===== src/rtl/axi4_lite_reg_slave_if.sv =====
`default_nettype none
// ============================================================================
// Module   : axi4_lite_reg_slave_if
// Brief    : AXI4-Lite AW/W/B/AR/R channel bundle with master/slave views
// Revision : 1.0 - initial release
// ============================================================================
interface axi4_lite_reg_slave_if #(
  parameter int DATA_WIDTH = 32,
  parameter int ADDR_WIDTH = (DATA_WIDTH == 32) ? 32 : 64
) ();
  localparam int c_STRB_W = DATA_WIDTH / 8;

  logic [ADDR_WIDTH-1:0] AWADDR;
  logic                  AWVALID;
  logic [2:0]            AWPROT;
  logic                  AWREADY;
  logic [DATA_WIDTH-1:0] WDATA;
  logic [c_STRB_W-1:0]   WSTRB;
  logic                  WVALID;
  logic                  WREADY;
  logic [1:0]            BRESP;
  logic                  BVALID;
  logic                  BREADY;
  logic [ADDR_WIDTH-1:0] ARADDR;
  logic                  ARVALID;
  logic [2:0]            ARPROT;
  logic                  ARREADY;
  logic [DATA_WIDTH-1:0] RDATA;
  logic [1:0]            RRESP;
  logic                  RVALID;
  logic                  RREADY;

  modport slave (
    input  AWADDR, AWVALID, AWPROT, WDATA, WSTRB, WVALID, BREADY,
    input  ARADDR, ARVALID, ARPROT, RREADY,
    output AWREADY, WREADY, BRESP, BVALID, ARREADY, RDATA, RRESP, RVALID
  );

  modport master (
    output AWADDR, AWVALID, AWPROT, WDATA, WSTRB, WVALID, BREADY,
    output ARADDR, ARVALID, ARPROT, RREADY,
    input  AWREADY, WREADY, BRESP, BVALID, ARREADY, RDATA, RRESP, RVALID
  );
endinterface
`default_nettype wire


===== src/rtl/axi4_lite_reg_slave.sv =====
`default_nettype none
// ============================================================================
// Module   : axi4_lite_reg_slave
// Brief    : AXI4-Lite register bank slave with per-register write strobes
// Revision : 1.0 - initial release
// ============================================================================
module axi4_lite_reg_slave #(
  parameter int                    DATA_WIDTH = 32,
  parameter int                    NUM_REGS   = 8,
  parameter logic [DATA_WIDTH-1:0] RESET_VAL  = '0
) (
  input  wire logic                         aclk,
  input  wire logic                         aresetn,
  axi4_lite_reg_slave_if.slave              s_axi,
  output logic [NUM_REGS*DATA_WIDTH-1:0]    regs_q,
  output logic [NUM_REGS-1:0]               wr_pulse
);
  localparam int c_ADDR_W   = (DATA_WIDTH == 32) ? 32 : 64;
  localparam int c_STRB_W   = DATA_WIDTH / 8;
  localparam int c_OFF_BITS = $clog2(c_STRB_W);
  localparam int c_IDX_BITS = $clog2(NUM_REGS);
  localparam logic [NUM_REGS-1:0] c_ONE = {{(NUM_REGS-1){1'b0}}, 1'b1};

  typedef enum logic [0:0] {WR_IDLE = 1'b0, WR_RESP = 1'b1} wr_state_t;
  typedef enum logic [0:0] {RD_IDLE = 1'b0, RD_DATA = 1'b1} rd_state_t;

  wr_state_t               r_wr_state, w_wr_state_nxt;
  rd_state_t               r_rd_state, w_rd_state_nxt;
  logic                    r_rdy_en;
  logic                    r_aw_held, r_w_held;
  logic [c_ADDR_W-1:0]     r_awaddr;
  logic [DATA_WIDTH-1:0]   r_wdata;
  logic [c_STRB_W-1:0]     r_wstrb;
  logic [1:0]              r_bresp;
  logic [DATA_WIDTH-1:0]   r_rdata;
  logic [1:0]              r_rresp;
  logic [NUM_REGS-1:0]     r_wr_pulse;
  logic [DATA_WIDTH-1:0]   r_regs [NUM_REGS];

  logic                    w_awready, w_wready, w_arready;
  logic                    w_aw_hs, w_w_hs, w_ar_hs, w_commit;
  logic [c_ADDR_W-1:0]     w_waddr;
  logic [DATA_WIDTH-1:0]   w_wdata;
  logic [c_STRB_W-1:0]     w_wstrb;
  logic [c_IDX_BITS-1:0]   w_widx, w_ridx;
  logic                    w_werr, w_rerr;
  logic                    w_unused;

  // Readies stay low until the first clock after reset release.
  always_comb begin
    w_awready      = r_rdy_en && (r_wr_state == WR_IDLE) && !r_aw_held;
    w_wready       = r_rdy_en && (r_wr_state == WR_IDLE) && !r_w_held;
    w_aw_hs        = s_axi.AWVALID && w_awready;
    w_w_hs         = s_axi.WVALID && w_wready;
    w_commit       = (r_wr_state == WR_IDLE) && (r_aw_held || w_aw_hs) && (r_w_held || w_w_hs);
    w_wr_state_nxt = r_wr_state;
    case (r_wr_state)
      WR_IDLE: if (w_commit)     w_wr_state_nxt = WR_RESP;
      WR_RESP: if (s_axi.BREADY) w_wr_state_nxt = WR_IDLE;
      default:                   w_wr_state_nxt = WR_IDLE;
    endcase
  end

  always_comb begin
    w_arready      = r_rdy_en && (r_rd_state == RD_IDLE);
    w_ar_hs        = s_axi.ARVALID && w_arready;
    w_rd_state_nxt = r_rd_state;
    case (r_rd_state)
      RD_IDLE: if (w_ar_hs)      w_rd_state_nxt = RD_DATA;
      RD_DATA: if (s_axi.RREADY) w_rd_state_nxt = RD_IDLE;
      default:                   w_rd_state_nxt = RD_IDLE;
    endcase
  end

  always_ff @(posedge aclk or negedge aresetn) begin
    if (!aresetn) begin
      r_wr_state <= WR_IDLE;
      r_rd_state <= RD_IDLE;
    end else begin
      r_wr_state <= w_wr_state_nxt;
      r_rd_state <= w_rd_state_nxt;
    end
  end

  // A channel arriving on the commit edge bypasses its latch.
  assign w_waddr = r_aw_held ? r_awaddr : s_axi.AWADDR;
  assign w_wdata = r_w_held  ? r_wdata  : s_axi.WDATA;
  assign w_wstrb = r_w_held  ? r_wstrb  : s_axi.WSTRB;
  assign w_widx  = w_waddr[c_OFF_BITS +: c_IDX_BITS];
  assign w_werr  = |(w_waddr >> (c_OFF_BITS + c_IDX_BITS));
  assign w_ridx  = s_axi.ARADDR[c_OFF_BITS +: c_IDX_BITS];
  assign w_rerr  = |(s_axi.ARADDR >> (c_OFF_BITS + c_IDX_BITS));

  always_ff @(posedge aclk or negedge aresetn) begin
    if (!aresetn) begin
      r_rdy_en   <= 1'b0;
      r_aw_held  <= 1'b0;
      r_w_held   <= 1'b0;
      r_awaddr   <= '0;
      r_wdata    <= '0;
      r_wstrb    <= '0;
      r_bresp    <= 2'b00;
      r_rdata    <= '0;
      r_rresp    <= 2'b00;
      r_wr_pulse <= '0;
      for (int i = 0; i < NUM_REGS; i++) r_regs[i] <= RESET_VAL;
    end else begin
      r_rdy_en   <= 1'b1;
      r_wr_pulse <= '0;
      if (w_commit) begin
        r_aw_held <= 1'b0;
        r_w_held  <= 1'b0;
        r_bresp   <= w_werr ? 2'b10 : 2'b00;
        if (!w_werr) begin
          for (int b = 0; b < c_STRB_W; b++)
            if (w_wstrb[b]) r_regs[w_widx][b*8 +: 8] <= w_wdata[b*8 +: 8];
          r_wr_pulse <= c_ONE << w_widx;
        end
      end else begin
        if (w_aw_hs) begin
          r_aw_held <= 1'b1;
          r_awaddr  <= s_axi.AWADDR;
        end
        if (w_w_hs) begin
          r_w_held <= 1'b1;
          r_wdata  <= s_axi.WDATA;
          r_wstrb  <= s_axi.WSTRB;
        end
      end
      if (w_ar_hs) begin
        r_rdata <= w_rerr ? '0 : r_regs[w_ridx];
        r_rresp <= w_rerr ? 2'b10 : 2'b00;
      end
    end
  end

  assign s_axi.AWREADY = w_awready;
  assign s_axi.WREADY  = w_wready;
  assign s_axi.BVALID  = (r_wr_state == WR_RESP);
  assign s_axi.BRESP   = r_bresp;
  assign s_axi.ARREADY = w_arready;
  assign s_axi.RVALID  = (r_rd_state == RD_DATA);
  assign s_axi.RDATA   = r_rdata;
  assign s_axi.RRESP   = r_rresp;
  assign wr_pulse      = r_wr_pulse;

  generate
    for (genvar i = 0; i < NUM_REGS; i++) begin : g_regs_q
      assign regs_q[i*DATA_WIDTH +: DATA_WIDTH] = r_regs[i];
    end
  endgenerate

  assign w_unused = ^{s_axi.AWPROT, s_axi.ARPROT, w_waddr[c_OFF_BITS-1:0], s_axi.ARADDR[c_OFF_BITS-1:0]};
endmodule
`default_nettype wire


===== src/flat_wrapper.sv =====
// flat-port wrapper written by rule: the top's interface ports become plain ports
module axi4_lite_reg_slave_flat 
#(
  parameter int                    DATA_WIDTH = 32,
  parameter int                    NUM_REGS   = 8,
  parameter logic [DATA_WIDTH-1:0] RESET_VAL  = '0
)
  (aclk, aresetn, regs_q, wr_pulse, s_axi_AWADDR, s_axi_AWVALID, s_axi_AWPROT, s_axi_WDATA, s_axi_WSTRB, s_axi_WVALID, s_axi_BREADY, s_axi_ARADDR, s_axi_ARVALID, s_axi_ARPROT, s_axi_RREADY, s_axi_AWREADY, s_axi_WREADY, s_axi_BRESP, s_axi_BVALID, s_axi_ARREADY, s_axi_RDATA, s_axi_RRESP, s_axi_RVALID);
  axi4_lite_reg_slave_if #(.DATA_WIDTH(DATA_WIDTH)) s_axi_i ();
  input  wire logic aclk;
  input  wire logic aresetn;
  output logic [NUM_REGS*DATA_WIDTH-1:0] regs_q;
  output logic [NUM_REGS-1:0] wr_pulse;
  input wire logic [$bits(s_axi_i.AWADDR)-1:0] s_axi_AWADDR;
  input wire logic [$bits(s_axi_i.AWVALID)-1:0] s_axi_AWVALID;
  input wire logic [$bits(s_axi_i.AWPROT)-1:0] s_axi_AWPROT;
  input wire logic [$bits(s_axi_i.WDATA)-1:0] s_axi_WDATA;
  input wire logic [$bits(s_axi_i.WSTRB)-1:0] s_axi_WSTRB;
  input wire logic [$bits(s_axi_i.WVALID)-1:0] s_axi_WVALID;
  input wire logic [$bits(s_axi_i.BREADY)-1:0] s_axi_BREADY;
  input wire logic [$bits(s_axi_i.ARADDR)-1:0] s_axi_ARADDR;
  input wire logic [$bits(s_axi_i.ARVALID)-1:0] s_axi_ARVALID;
  input wire logic [$bits(s_axi_i.ARPROT)-1:0] s_axi_ARPROT;
  input wire logic [$bits(s_axi_i.RREADY)-1:0] s_axi_RREADY;
  output wire logic [$bits(s_axi_i.AWREADY)-1:0] s_axi_AWREADY;
  output wire logic [$bits(s_axi_i.WREADY)-1:0] s_axi_WREADY;
  output wire logic [$bits(s_axi_i.BRESP)-1:0] s_axi_BRESP;
  output wire logic [$bits(s_axi_i.BVALID)-1:0] s_axi_BVALID;
  output wire logic [$bits(s_axi_i.ARREADY)-1:0] s_axi_ARREADY;
  output wire logic [$bits(s_axi_i.RDATA)-1:0] s_axi_RDATA;
  output wire logic [$bits(s_axi_i.RRESP)-1:0] s_axi_RRESP;
  output wire logic [$bits(s_axi_i.RVALID)-1:0] s_axi_RVALID;
  assign s_axi_i.AWADDR = s_axi_AWADDR;
  assign s_axi_i.AWVALID = s_axi_AWVALID;
  assign s_axi_i.AWPROT = s_axi_AWPROT;
  assign s_axi_i.WDATA = s_axi_WDATA;
  assign s_axi_i.WSTRB = s_axi_WSTRB;
  assign s_axi_i.WVALID = s_axi_WVALID;
  assign s_axi_i.BREADY = s_axi_BREADY;
  assign s_axi_i.ARADDR = s_axi_ARADDR;
  assign s_axi_i.ARVALID = s_axi_ARVALID;
  assign s_axi_i.ARPROT = s_axi_ARPROT;
  assign s_axi_i.RREADY = s_axi_RREADY;
  assign s_axi_AWREADY = s_axi_i.AWREADY;
  assign s_axi_WREADY = s_axi_i.WREADY;
  assign s_axi_BRESP = s_axi_i.BRESP;
  assign s_axi_BVALID = s_axi_i.BVALID;
  assign s_axi_ARREADY = s_axi_i.ARREADY;
  assign s_axi_RDATA = s_axi_i.RDATA;
  assign s_axi_RRESP = s_axi_i.RRESP;
  assign s_axi_RVALID = s_axi_i.RVALID;
  axi4_lite_reg_slave #(.DATA_WIDTH(DATA_WIDTH), .NUM_REGS(NUM_REGS), .RESET_VAL(RESET_VAL)) u_core (.aclk(aclk), .aresetn(aresetn), .s_axi(s_axi_i), .regs_q(regs_q), .wr_pulse(wr_pulse));
endmodule

===== config.mk =====
export PLATFORM = sky130hd
export DESIGN_NAME = axi4_lite_reg_slave_flat
export DESIGN_NICKNAME = d
export VERILOG_FILES = /design/src/rtl/axi4_lite_reg_slave_if.sv /design/src/rtl/axi4_lite_reg_slave.sv /design/src/flat_wrapper.sv
export SDC_FILE = /design/constraint.sdc
export NUM_CORES = 1
export LEC_CHECK = 0
export CORE_AREA = 8 8 193 195
export CTS_BUF_LIST = sky130_fd_sc_hd__clkbuf_4
export DETAILED_ROUTE_END_ITERATION = 6
export DIE_AREA = 0 0 201 203
export GPL_TIMING_DRIVEN = 0
export PLACE_DENSITY_LB_ADDON = 0.1
export SLEW_MARGIN = 20
export SYNTH_ARGS = -nofsm -noshare
export SYNTH_HDL_FRONTEND = slang
export SYNTH_SLANG_ARGS = --single-unit

===== constraint.sdc =====
create_clock -name aclk -period 3.2 [get_ports aclk]
set_input_delay 0.64 -clock aclk [delete_from_list [all_inputs] [get_ports aclk]]
set_output_delay 0.64 -clock aclk [all_outputs]
set_load 0.02 [all_outputs]

==> flow_summary.yaml, run 1 <==
run_status:
  status: "completed"
clock_tree:
  numCtsBuffers: 97
  path_clk_slew_ns: 0.06
  cts_tree: "built"
  cts_sinks: 369
  clock_latency_ns: 0.75
  cts_buffer_depth: 3
  cts_max_level: 3
  root_buffer: "clkbuf_4"
floorplan:
  coreArea_mm2: 0.0341
  io_pins: 418
  die-area_mm2: 0.0408
  rows: 68
  die_h_um: 203
  die_x_um: 201
  initial_core_util_pct: 49.4
timing:
  min_period_ns: 3.08
  hold_viol_final: 0
  setup_violations: 0
  max_freq_mhz: 325
  worstMarginPinSlew_ns: 1.04
  timing.final.ws_setup_ns: 0.121
  slew_headroom_pct: 30.8
  slew_violations: 0
  fin_setup_tns_ns: 0
  finalClockSkew_ns: 0.0437
  rsz0062_at_grt: "no"
  period_share_pct: 96.2
logic_synthesis:
  syn_area_per_cell_um2: 15.4
  synth-seq-area-share_pct: 54.7
  synth_cell_types: 36
  syn_area_mm2: 0.0169
  synthCells: 1094
  synth_seq_cells: 369
  synth_warnings: 0
grt:
  grt_usage_pct: 26.1
  grt_pass1_wl_um: 81100
  grt_overflow: 0
  gr-usage-met2_pct: 44.9
  top_usage_layer: "met2"
  grt_start_max_net_pins: 93
  grt_use_met3_pct: 8.72
  grt_pass1_vias: 13083
  grtUsageMet1_pct: 29.5
  antenna_found_initial: 8
power:
  ir_drop_mv: 0.348
  power.total_mw: 12.0
  p_per_area_mw_per_mm2: 509
  p_leak_nw: 10.7
setup_path:
  cp.arrival_ns: 3.68
  worstReg2RegEnd: "u_core.regs_q[228]$_DFFE_PN0P_"
  required_ns: 3.80
  cp-start-kind: "flop"
  critPathMaxStageDelay_ns: 0.78
  r2r_cells: 6
  endpoint: "u_core.regs_q[228]$_DFFE_PN0P_"
  critPathMaxFanout: 10
  reg2reg_from: "u_core.r_aw_held$_DFFE_PN0P_"
  cp_slowest_cell: "nor4_4"
  cp-startpoint: "u_core.r_aw_held$_DFFE_PN0P_"
  path_cells: "buf_2, buf_2, o32ai_2, nand2_1, nor4_4, mux2_2"
  worstSetupPathType: "reg2reg"
  crit_top_cell: "buf_2"
  cp-end-kind: "flop"
  regToRegSetupSlack_ns: 0.12
hold_path:
  hold_class: "in2async"
drt:
  vias: 11898
  drc_errors: 0
  viasPerCell: 5.50
  first_pass_iters: 6
  ant_nets: 0
  routedWlPerCell_um: 24.9
  totalWireLength_um: 53900
  drtIter0Drc: 489
finish:
  fin_util_pct: 68.9
  fin_nets: 1744
  syn2layout_area_growth_pct: 39.3
  final_cell_area_mm2: 0.0235
  drive_gt1_share_pct: 39.0
place:
  port_buffers: 402
  place.gp.congestion: 0.824
  place_ws_ns: -0.717
  postPlaceCellArea_mm2: 0.0216
  dp_hpwl_um: 38500
flow_run:
  cap_viol_max_count: 0
## layout by cell type (no fill, tap or decap), drive strengths merged, types with 37 or more instances in the layout
cell           netlist  final
clkdlybuf4s50        0    400
dfrtp              369    369
mux2               353    353
clkbuf              27    171
nand2               74     74
mux4                64     64
buf                 25     59
nor4                47     47
mux2i               37     37
o21ai               37     37
## worst max-delay path, delay by kind of cell, from the launching register on
family,cells,cell delay (ns)
AOI/OAI and AO/OA,1,0.74
muxes,1,0.41
and+or+nand+nor,2,1.02
buffers and inverters,2,0.42
DFF,1,0.36
## registers in the layout (all words and copies together) (netlist names)
| signal | count |
|---|---|
| u_core.r_rdy_en | 1 |
| u_core.s_axi.RDATA | 32 |
| u_core.s_axi.RVALID | 1 |
| u_core.r_awaddr | 30 |
| u_core.s_axi.BVALID | 1 |
| u_core.regs_q | 256 |
| u_core.wr_pulse | 8 |
| u_core.r_w_held | 1 |
| u_core.s_axi.RRESP | 1 |
| u_core.r_wstrb | 4 |
| u_core.s_axi.BRESP | 1 |
| u_core.r_wdata | 32 |
| u_core.r_aw_held | 1 |
## kinds of logic after synthesis
kind of cell,Yosys count,synth area share [%]
mux,454,34.3
flops,369,54.7
simple gates,160,7.64
buf+inv,59,1.57
compound gates,50,1.69
other cells,2,0.0445
## power by group
group | internal [mW] | total (mW) | switching [mW]
Sequential | 5.14 | 5.39 | 0.251
Combinational | 1.06 | 2.46 | 1.40
Clock | 2.20 | 4.11 | 1.91
## metal layers
metal | part of all wire (%) | routed length, µm | up-vias
li1 | - | - | 5248
met1 | 38 | 20500 | 6165
met2 | 51 | 27500 | 414
met3 | 8.3 | 4480 | 71
met4 | 2.7 | 1430 | 0
met5 | 0 | 0 | -
## cell usage after synthesis, drive strengths merged
library cell / n / area, µm²
clkbuf: 27 / 101
a21oi: 3 / 15.0
o22a: 1 / 8.76
o32ai: 4 / 35.0
a21boi: 1 / 7.51
mux2: 353 / 3980
nor2: 13 / 48.8
or4: 2 / 15.0
mux2i: 37 / 370
o21ai: 37 / 185
a32oi: 1 / 8.76
a31oi: 1 / 6.26
inv: 7 / 26.3
nand3: 1 / 5.00
nor2b: 2 / 12.5
or3: 1 / 6.26
or4b: 1 / 10.0
o41a: 1 / 11.3
nand4: 3 / 18.8
nand2: 74 / 278
and4: 1 / 8.76
nor4: 47 / 774
nand2b: 1 / 6.26
conb: 2 / 7.51
nor4b: 9 / 78.8
mux4: 64 / 1440
buf: 25 / 136
nor3: 4 / 20.0
a21o: 1 / 7.51
or2: 1 / 6.26
dfrtp: 369 / 9230
## repair_timing
item                                    CTS  global route
pin swaps                                30             2
endpoints found under the setup margin  241            16
setup buffers                            29             1
hold buffers                              1             0
gates resized for setup                   2             1
hold endpoints to repair                 64             0
## how the worst min path moves through the flow
stage	startpoint	end	slack [ns]
4_1_cts	aresetn	u_core.regs_q[7]$_DFFE_PN0P_	0.38
5_1_grt	s_axi_RREADY	u_core.s_axi.RVALID$_DFF_PN0_	0.42
3_5_place_dp	u_core.s_axi.RDATA[29]$_DFFE_PN0P_	u_core.s_axi.RDATA[29]$_DFFE_PN0P_	0.47
3_3_place_gp	u_core.s_axi.RDATA[6]$_DFFE_PN0P_	u_core.s_axi.RDATA[6]$_DFFE_PN0P_	0.46
6_report	aresetn	u_core.regs_q[7]$_DFFE_PN0P_	0.45
2_1_floorplan	aresetn	u_core.r_aw_held$_DFFE_PN0P_	0.34
## area by class of cell
| class | count | area, µm² |
|---|---|---|
| fill | 2473 | 10600 |
| sequential | 369 | 9230 |
| multi-input combinational | 667 | 7410 |
| timing repair buffer | 437 | 4750 |
| clock buffer | 143 | 1070 |
| tap | 455 | 569 |
| buffer | 52 | 245 |
| clock inverter | 27 | 164 |
| inverter | 7 | 26.3 |
| antenna | 8 | 20.0 |
## stage by stage
| stage | hold WS (ns) | cells |
|---|---|---|
| 2_1_floorplan | 0.344 | 1095 |
| 3_3_place_gp | 0.461 | 1952 |
| 3_5_place_dp | 0.470 | 1956 |
| 4_1_cts | 0.379 | 2156 |
| 5_1_grt | 0.421 | 2165 |
| 6_report | 0.451 | 2165 |
No activity file was read; power rests on OpenSTA's default activity.
==> inputs of run 2 (changes only) <==
--- a/config.mk
+++ b/config.mk
@@ -9,6 +9,7 @@
 export CTS_BUF_LIST = sky130_fd_sc_hd__clkbuf_4
 export DETAILED_ROUTE_END_ITERATION = 6
 export DIE_AREA = 0 0 201 203
+export GPL_ROUTABILITY_DRIVEN = 0
 export GPL_TIMING_DRIVEN = 0
 export PLACE_DENSITY_LB_ADDON = 0.1
 export SLEW_MARGIN = 20
==> results of run 2 <==
No change in the layout: final DEF, timing and power equal those of run 1.
==> inputs of run 3 (changes only) <==
--- a/config.mk
+++ b/config.mk
@@ -5,10 +5,10 @@
 export SDC_FILE = /design/constraint.sdc
 export NUM_CORES = 1
 export LEC_CHECK = 0
-export CORE_AREA = 8 8 193 195
+export CORE_AREA = 8 8 201 203
 export CTS_BUF_LIST = sky130_fd_sc_hd__clkbuf_4
 export DETAILED_ROUTE_END_ITERATION = 6
-export DIE_AREA = 0 0 201 203
+export DIE_AREA = 0 0 209 211
 export GPL_ROUTABILITY_DRIVEN = 0
 export GPL_TIMING_DRIVEN = 0
 export PLACE_DENSITY_LB_ADDON = 0.1
==> constraint.sdc (replaced) <==
create_clock -name aclk -period 2.68 [get_ports aclk]
set_input_delay 0.536 -clock aclk [delete_from_list [all_inputs] [get_ports aclk]]
set_output_delay 0.536 -clock aclk [all_outputs]
set_load 0.02 [all_outputs]
==> run 3 against run 2 <==
  * The run now ends with negative setup slack left
  * Global-route usage shrank 0.31 points
  * Via count increased by 2.8%
  * First-iteration DRC count increased by 13%
  * Combinational power grew 31%
  * Flip-flop and latch count stayed put
  * Critical path depth rose by 3
  * Critical endpoint is now u_core.regs_q[225]$_DFFE_PN0P_
==> flow_summary.yaml, run 3 (synthesis gave the netlist of run 1 again) <==
drt:
  vias: 12227
  totalWireLength_um: 57400
  drtIter0Drc: 554
  first_pass_iters: 6
  ant_nets: 0
  viasPerCell: 5.55
  routedWlPerCell_um: 26.0
  drc_errors: 0
floorplan:
  die_h_um: 211
  coreArea_mm2: 0.0371
  die_x_um: 209
  io_pins: 418
  initial_core_util_pct: 45.4
  die-area_mm2: 0.0441
  rows: 71
clock_tree:
  cts_max_level: 3
  path_clk_slew_ns: 0.06
  root_buffer: "clkbuf_4"
  cts_sinks: 369
  numCtsBuffers: 98
  cts_buffer_depth: 3
  clock_latency_ns: 0.81
  cts_tree: "built"
timing:
  min_period_ns: 2.72
  period_share_pct: 102
  slew_violations: 0
  fin_setup_tns_ns: -0.200
  slew_headroom_pct: 27.2
  worstMarginPinSlew_ns: 1.09
  rsz0062_at_grt: "yes"
  hold-worst-slack_ns: 0.219
  finalClockSkew_ns: 0.0432
  setup_violations: 10
  hold_viol_final: 0
  max_freq_mhz: 367
  timing.final.ws_setup_ns: -0.0417
run_status:
  status: "complete, but fails checks"
  violations: "negative setup slack"
finish:
  syn2layout_area_growth_pct: 46.4
  largest_register_ff_count: 256
  final_cell_mix: "398 x clkdlybuf4s50_1, 369 x dfrtp_1, 226 x mux2_4, 148 x clkbuf_4, 127 x mux2_2"
  fin_util_pct: 66.5
  fillers: 2766
  mostFrequentLayoutCell: "clkdlybuf4s50_1"
  drive_gt1_share_pct: 41.0
  fin_nets: 1763
setup_path:
  path_cells: "buf_8, or4b_4, o41a_1, buf_6, buf_12, buf_6, nor4_4, buf_12, mux2_4"
  cp.arrival_ns: 3.38
  cp_slowest_cell: "or4b_4"
  cp-end-kind: "flop"
  reg2reg_from: "u_core.r_aw_held$_DFFE_PN0P_"
  cp-start-kind: "flop"
  critPathMaxFanout: 8
  path_delay_family: "simple AND/OR/NAND/NOR gates"
  crit_buf_inv: 5
  cp-startpoint: "u_core.r_aw_held$_DFFE_PN0P_"
  worstSetupPathType: "reg2reg"
  required_ns: 3.33
  critPathMaxStageDelay_ns: 0.45
flow_run:
  cap_viol_max_count: 0
grt:
  grt_usage_pct: 25.8
  grt_overflow: 0
  grt_start_max_net_pins: 100
  grt_pass1_wl_um: 86600
  grt_pass1_vias: 13413
  antenna_found_initial: 10
place:
  port_buffers: 402
  place_ws_ns: -1.14
  dp_hpwl_um: 39100
power:
  p_leak_nw: 11.1
  power.total_mw: 14.6
  p_per_area_mw_per_mm2: 593
  ir_drop_mv: 0.473
hold_path:
  hold_class: "in2async"
run 3: worst reg2reg max path, cell delays in order (launching register included):
cell and delay (ns):
dfrtp_1 0.37, buf_8 0.11, or4b_4 0.45, o41a_1 0.45, buf_6 0.18, buf_12 0.13
buf_6 0.11, nor4_4 0.31, buf_12 0.19, mux2_4 0.31
run 3: repair_timing:
| action | in CTS | in global routing |
|---|---|---|
| hold endpoints to repair | 47 | 0 |
| resized for setup | 246 | 44 |
| setup endpoints to repair | 328 | 283 |
| hold buffers | 1 | 0 |
| gates cloned | 3 | 0 |
| pin swaps | 34 | 32 |
| setup buffers | 43 | 9 |
run 3: through the flow:
stage	instances	area, µm²
2_1_floorplan	1095	16900
3_3_place_gp	1971	21500
3_5_place_dp	1975	21600
4_1_cts	2192	24600
5_1_grt	2202	24700
6_report	2203	24700
run 3: layer usage:
layer  wire length (µm)  track usage [%]  share of wire, %  up-vias
met3               4510             9.32               7.9      102
met2              28500             42.9                50      431
li1                   -                -                 -     5293
met4               1440             8.58               2.5        8
met5                 57                0             0.099        -
met1              22800             30.9                40     6393
run 3: power by group:
part           switching (mW)  internal [mW]  leakage (nW)
Clock                    2.36           2.59         0.732
Combinational            1.83           1.41          5.33
Sequential              0.318           6.14          5.00
run 3: area by class of cell:
class / count / area (µm²) / share of cell area [%]
diodes: 8 / 20.0 / 0.0811
plain buffers: 48 / 265 / 1.07
clock buffers: 147 / 1100 / 4.47
clock inverters: 24 / 135 / 0.547
inverters: 7 / 26.3 / 0.106
multi-input cells: 667 / 8360 / 33.8
flip-flops and latches: 369 / 9230 / 37.4
well taps: 474 / 593 / 2.40
repair buffers: 459 / 4960 / 20.1
run 3: final timing paths:
kind                                                      end  slack, ns  cells after the start
setup / recovery               u_core.regs_q[225]$_DFFE_PN0P_      -0.04                      9
hold / removal                   u_core.regs_q[4]$_DFFE_PN0P_       0.22                      2
setup reg to reg               u_core.regs_q[225]$_DFFE_PN0P_      -0.04                      9
hold reg to reg            u_core.s_axi.RDATA[29]$_DFFE_PN0P_       0.48                      2
max in group asynchronous  u_core.s_axi.RDATA[16]$_DFFE_PN0P_       1.17                      4
min in group aclk               u_core.s_axi.RVALID$_DFF_PN0_       0.32                      2
==> RTL edit 1: new RTL, config.mk and constraints of run 1 <==
`DATA_WIDTH` is set to 32 in 3 places; all go to 16.
--- a/src/rtl/axi4_lite_reg_slave_if.sv
+++ b/src/rtl/axi4_lite_reg_slave_if.sv
@@ -5,7 +5,7 @@
 // Revision : 1.0 - initial release
 // ============================================================================
 interface axi4_lite_reg_slave_if #(
-  parameter int DATA_WIDTH = 32,
+  parameter int DATA_WIDTH = 16,
   parameter int ADDR_WIDTH = (DATA_WIDTH == 32) ? 32 : 64
 ) ();
   localparam int c_STRB_W = DATA_WIDTH / 8;
--- a/src/rtl/axi4_lite_reg_slave.sv
+++ b/src/rtl/axi4_lite_reg_slave.sv
@@ -5,7 +5,7 @@
 // Revision : 1.0 - initial release
 // ============================================================================
 module axi4_lite_reg_slave #(
-  parameter int                    DATA_WIDTH = 32,
+  parameter int                    DATA_WIDTH = 16,
   parameter int                    NUM_REGS   = 8,
   parameter logic [DATA_WIDTH-1:0] RESET_VAL  = '0
 ) (
--- a/src/flat_wrapper.sv
+++ b/src/flat_wrapper.sv
@@ -1,7 +1,7 @@
 // flat-port wrapper written by rule: the top's interface ports become plain ports
 module axi4_lite_reg_slave_flat 
 #(
-  parameter int                    DATA_WIDTH = 32,
+  parameter int                    DATA_WIDTH = 16,
   parameter int                    NUM_REGS   = 8,
   parameter logic [DATA_WIDTH-1:0] RESET_VAL  = '0
 )
Interface: changed (6 resized); port bits go from 418 to 320. The function was not compared with the original's and may differ.
==> RTL edit 1 against run 1 <==
Global-route usage fell by 7.7 points. Worst setup slack improved by 54 ps. Die area did not move. Wire length fell by 30%. Sequential share of layout area fell by 0.51 points. First-iteration DRC count fell by 51%. Total power fell by 28%. Worst hold slack improved by 24 ps. Sequential cell count fell by 129. Area after synthesis fell by 35%. Final area fell by 34%. Critical endpoint is now u_core.regs_q[127]. Largest power group unchanged.
==> RTL edit 1: results (changes against run 1) <==
* Pin count of the biggest net entering global routing: 92 (-1.1%)
- Antenna violations before repair: 2 (-6)
- Number of global-route vias before repair: 8701 (-33%)
- GR Layer Usage met2: 0.306 (-0.143)
* Outcome: completed
- Signal buffers share of area: 0.214 (+0.00160)
- In this run the worst hold path is classified as flop to flop.
* First-pass GRT wire length: 56.8 mm (-30%)
- The multiplexer share of the synthesized area came to 0.317 (-0.0259).
- The later-pin clock latency in the skew report came to 650 ps (-100 ps).
* Worst reg-to-reg path cell count: 7 (+1)
- The slew at the pin with the worst max-slew slack is 1080 ps (+46.7 ps).
- The met3 demand-to-capacity share in global routing was 0.0692 (-0.0180).
- The multi-input gate area in the final layout is 4720 um^2 (-36%).
* Complex-gate fraction of the synthesized area: 0.0481 (+0.0312)
* Post-placement worst setup slack: -573 ps (+144 ps)
- Number of DRC markers in iteration 0: 239 (-51%)
* Number of library cell types mapped by synthesis: 39 (+8.3%)
* DP Wirelength: 27.6 mm (-28%)
- The final-layout clock buffer total was 102 (-29%).
- Following the worst setup path forward leads to its endpoint at u_core.regs_q[127].
* Source of the worst register-to-register timing path: u_core.r_awaddr[5]
* Reg area: 6010 um^2 (-35%)
* Post-CTS repair timing setup buffer count: 0 (-100%)
- Share of final layout cell area taken by clock buffers and inverters: 0.0537 (+0.000987)
- Met3 routed wirelength: 3.25 mm (-28%)
- Routability-driven placement congestion ratio: 0.782 (-5.0%)
- Yosys attributes the largest share of cell area to sky130_fd_sc_hd__dfrtp_1, sky130_fd_sc_hd__mux2_2, sky130_fd_sc_hd__mux4_2.
- N_diodes: 1 (-7)
- Port buffer count: 307 (-24%)
- Average instance area after synthesis: 14.7 um^2 (-4.6%)
- The reported net switching power came to 2.52 mW (-29%).
- Start-to-end type of the worst setup path: input pin to flop
- Routed length on met1: 15.8 mm (-23%)
* Average vias per placed instance: 4.91 (-11%)
- Share of final-layout standard cells stronger than drive strength 1: 0.340 (-0.0496)
- The number of signal-net buffers in the layout came to 346 (-29%).
- The sequential fraction of the synthesis area is 0.550 (+0.00260).
- Synth-to-Final Area Change: 41.8%
- Synth top cells by count: sky130_fd_sc_hd__dfrtp_1, sky130_fd_sc_hd__mux2_2, sky130_fd_sc_hd__nor4_1
* Fill count: 3186 (+29%)
- Static leakage power: 6.57 nW (-39%)
## RTL edit 1: changes by cell type in the layout (fill, tap and decap cells not counted), moves of 17 or more
| cell | delta |
|---|---|
| sky130_fd_sc_hd__clkbuf_4 | -41 |
| sky130_fd_sc_hd__mux2i_1 | -18 |
| sky130_fd_sc_hd__clkdlybuf4s50_1 | -94 |
| sky130_fd_sc_hd__o21ai_0 | -17 |
| sky130_fd_sc_hd__mux2_2 | -140 |
| sky130_fd_sc_hd__buf_12 | -30 |
| sky130_fd_sc_hd__dfrtp_1 | -129 |
| sky130_fd_sc_hd__nor4_1 | +24 |
| sky130_fd_sc_hd__nand2_1 | -52 |
| sky130_fd_sc_hd__nor4_4 | -32 |
| sky130_fd_sc_hd__mux4_2 | -32 |
## RTL edit 1: worst max-delay path: stages
cell                              delay (ps)
sky130_fd_sc_hd__clkdlybuf4s50_1         430
sky130_fd_sc_hd__nor4_1                  380
sky130_fd_sc_hd__nand4_1                 200
sky130_fd_sc_hd__or3_1                   360
sky130_fd_sc_hd__clkbuf_1                150
sky130_fd_sc_hd__buf_4                   240
sky130_fd_sc_hd__a211oi_4                720
sky130_fd_sc_hd__mux2_2                  410
## RTL edit 1: repair_timing
item	in CTS	in global routing
pin swaps	0	0
setup endpoints to repair	1	10
gates resized for setup	1	3
hold buffers	1	0
hold endpoints to repair	69	0
## RTL edit 1: how the worst min path moves through the flow
stage                             to  cells after the start
2_1_floorplan       u_core.r_aw_held                      0
3_3_place_gp   u_core.s_axi.RDATA[1]                      2
3_5_place_dp   u_core.s_axi.RDATA[2]                      2
4_1_cts          u_core.s_axi.RVALID                      2
5_1_grt          u_core.s_axi.RVALID                      2
6_report       u_core.s_axi.RDATA[2]                      2
==> RTL edit 2: new RTL, config.mk and constraints of run 1 <==
Made on the original files. Reset style: synchronous (`aresetn`), changed in 2 clocked blocks.
--- a/src/rtl/axi4_lite_reg_slave.sv
+++ b/src/rtl/axi4_lite_reg_slave.sv
@@ -72,7 +72,7 @@
     endcase
   end
 
-  always_ff @(posedge aclk or negedge aresetn) begin
+  always_ff @(posedge aclk) begin
     if (!aresetn) begin
       r_wr_state <= WR_IDLE;
       r_rd_state <= RD_IDLE;
@@ -91,7 +91,7 @@
   assign w_ridx  = s_axi.ARADDR[c_OFF_BITS +: c_IDX_BITS];
   assign w_rerr  = |(s_axi.ARADDR >> (c_OFF_BITS + c_IDX_BITS));
 
-  always_ff @(posedge aclk or negedge aresetn) begin
+  always_ff @(posedge aclk) begin
     if (!aresetn) begin
       r_rdy_en   <= 1'b0;
       r_aw_held  <= 1'b0;
Function: not settled (the Yosys comparison gave no result); the edit may change what the design does.
==> RTL edit 2 against run 1 <==
Final area fell by 3.3%. Largest cell class unchanged. Area after synthesis is 1.8% lower. Total power down 7.7%. Largest power group unchanged. Via count up 17%. Maximum frequency is 0.57% lower. Sequential cell count did not move. Worst setup slack worse by 18 ps. Wire length grew 17%.
==> RTL edit 2: results (changes against run 1) <==
* DP Wirelength: 47.8 mm (+24%)
* Static leakage power: 7.75 nW (-28%)
* Number of ordinary inverters in the final layout: 4 (-3)
* Cell count after placement: 2163 (+11%)
- The initial antenna violation count came to 3 (-5).
- Number of DRC markers in iteration 0: 1532 (+210%)
- Number of library cell types mapped by synthesis: 40 (+11%)
- The worst setup slack for register-to-register paths came to 140 ps (+20 ps).
- Post-placement worst setup slack: -662 ps (+54.8 ps)
* Synth top cells by count: sky130_fd_sc_hd__nor3_1, sky130_fd_sc_hd__edfxtp_1, sky130_fd_sc_hd__nand2_1
* N_diodes: 4 (-4)
* Outcome: completed
* Critical Path Start: u_core.r_w_held
- The number of vias per cell after detailed routing came to 5.94 (+8.1%).
* Crit path capture: s_axi_WREADY
* Total placed instance area: 21500 um^2 (-0.67%)
- The number of signal-net buffers in the layout came to 547 (+12%).
- The most used flip-flop cell after synthesis is sky130_fd_sc_hd__edfxtp_1.
* Final Skew: 35.1 ps (-8.60 ps)
- The non-clock buffer area fraction after layout came to 0.214 (+0.00128).
- The global placer's final weighted congestion is 0.948 (+15%).
- The final period demand of the worst path was 3100 ps (+17.7 ps).
- Post-synthesis cell area: 16600 um^2 (-1.8%)
- Top cells by area in the synthesized netlist: sky130_fd_sc_hd__edfxtp_1, sky130_fd_sc_hd__dfxtp_1, sky130_fd_sc_hd__mux4_2
- Final wirelength: 62.9 mm (+17%)
* Clock buffers created by TritonCTS: 93 (-4.1%)
- The slew at the pin with the worst max-slew slack was 989 ps (-49.3 ps).
* Detailed-routing iteration count for the pre-antenna-repair pass: 5 (-1)
* Share of final layout cell area taken by clock buffers and inverters: 0.0551 (+0.00238)
- The first-pass GRT wire length was 91.0 mm (+12%).
## RTL edit 2: repair_timing
action | 4_1_cts | 5_1_grt
resized for setup | 0 | 3
hold buffers | 0 | 0
setup endpoints to repair | 0 | 46
## RTL edit 2: where the power goes
part           total [mW]  switching, mW  internal [mW]
Clock                4.22           1.98           2.23
Combinational        1.47          0.843          0.627
Sequential           5.35          0.110           5.24
## RTL edit 2: kinds of logic after synthesis
| kind of cell | Yosys count | synth area share |
|---|---|---|
| other | 1 | 0.000226 |
| DFF | 369 | 0.601 |
| muxes | 164 | 0.153 |
| buffers and inverters | 130 | 0.0429 |
| and+or+nand+nor | 509 | 0.153 |
| AOI/OAI and AO/OA | 113 | 0.0504 |
## RTL edit 2: layer usage
| layer | vias up | GRT usage | routed length [um] |
|---|---|---|---|
| li1 | 5950 | - | - |
| met1 | 6765 | 0.378 | 23800 |
| met2 | 999 | 0.472 | 29200 |
| met3 | 163 | 0.0843 | 7100 |
| met4 | 2 | 0.133 | 2750 |
| met5 | - | 0 | 13 |
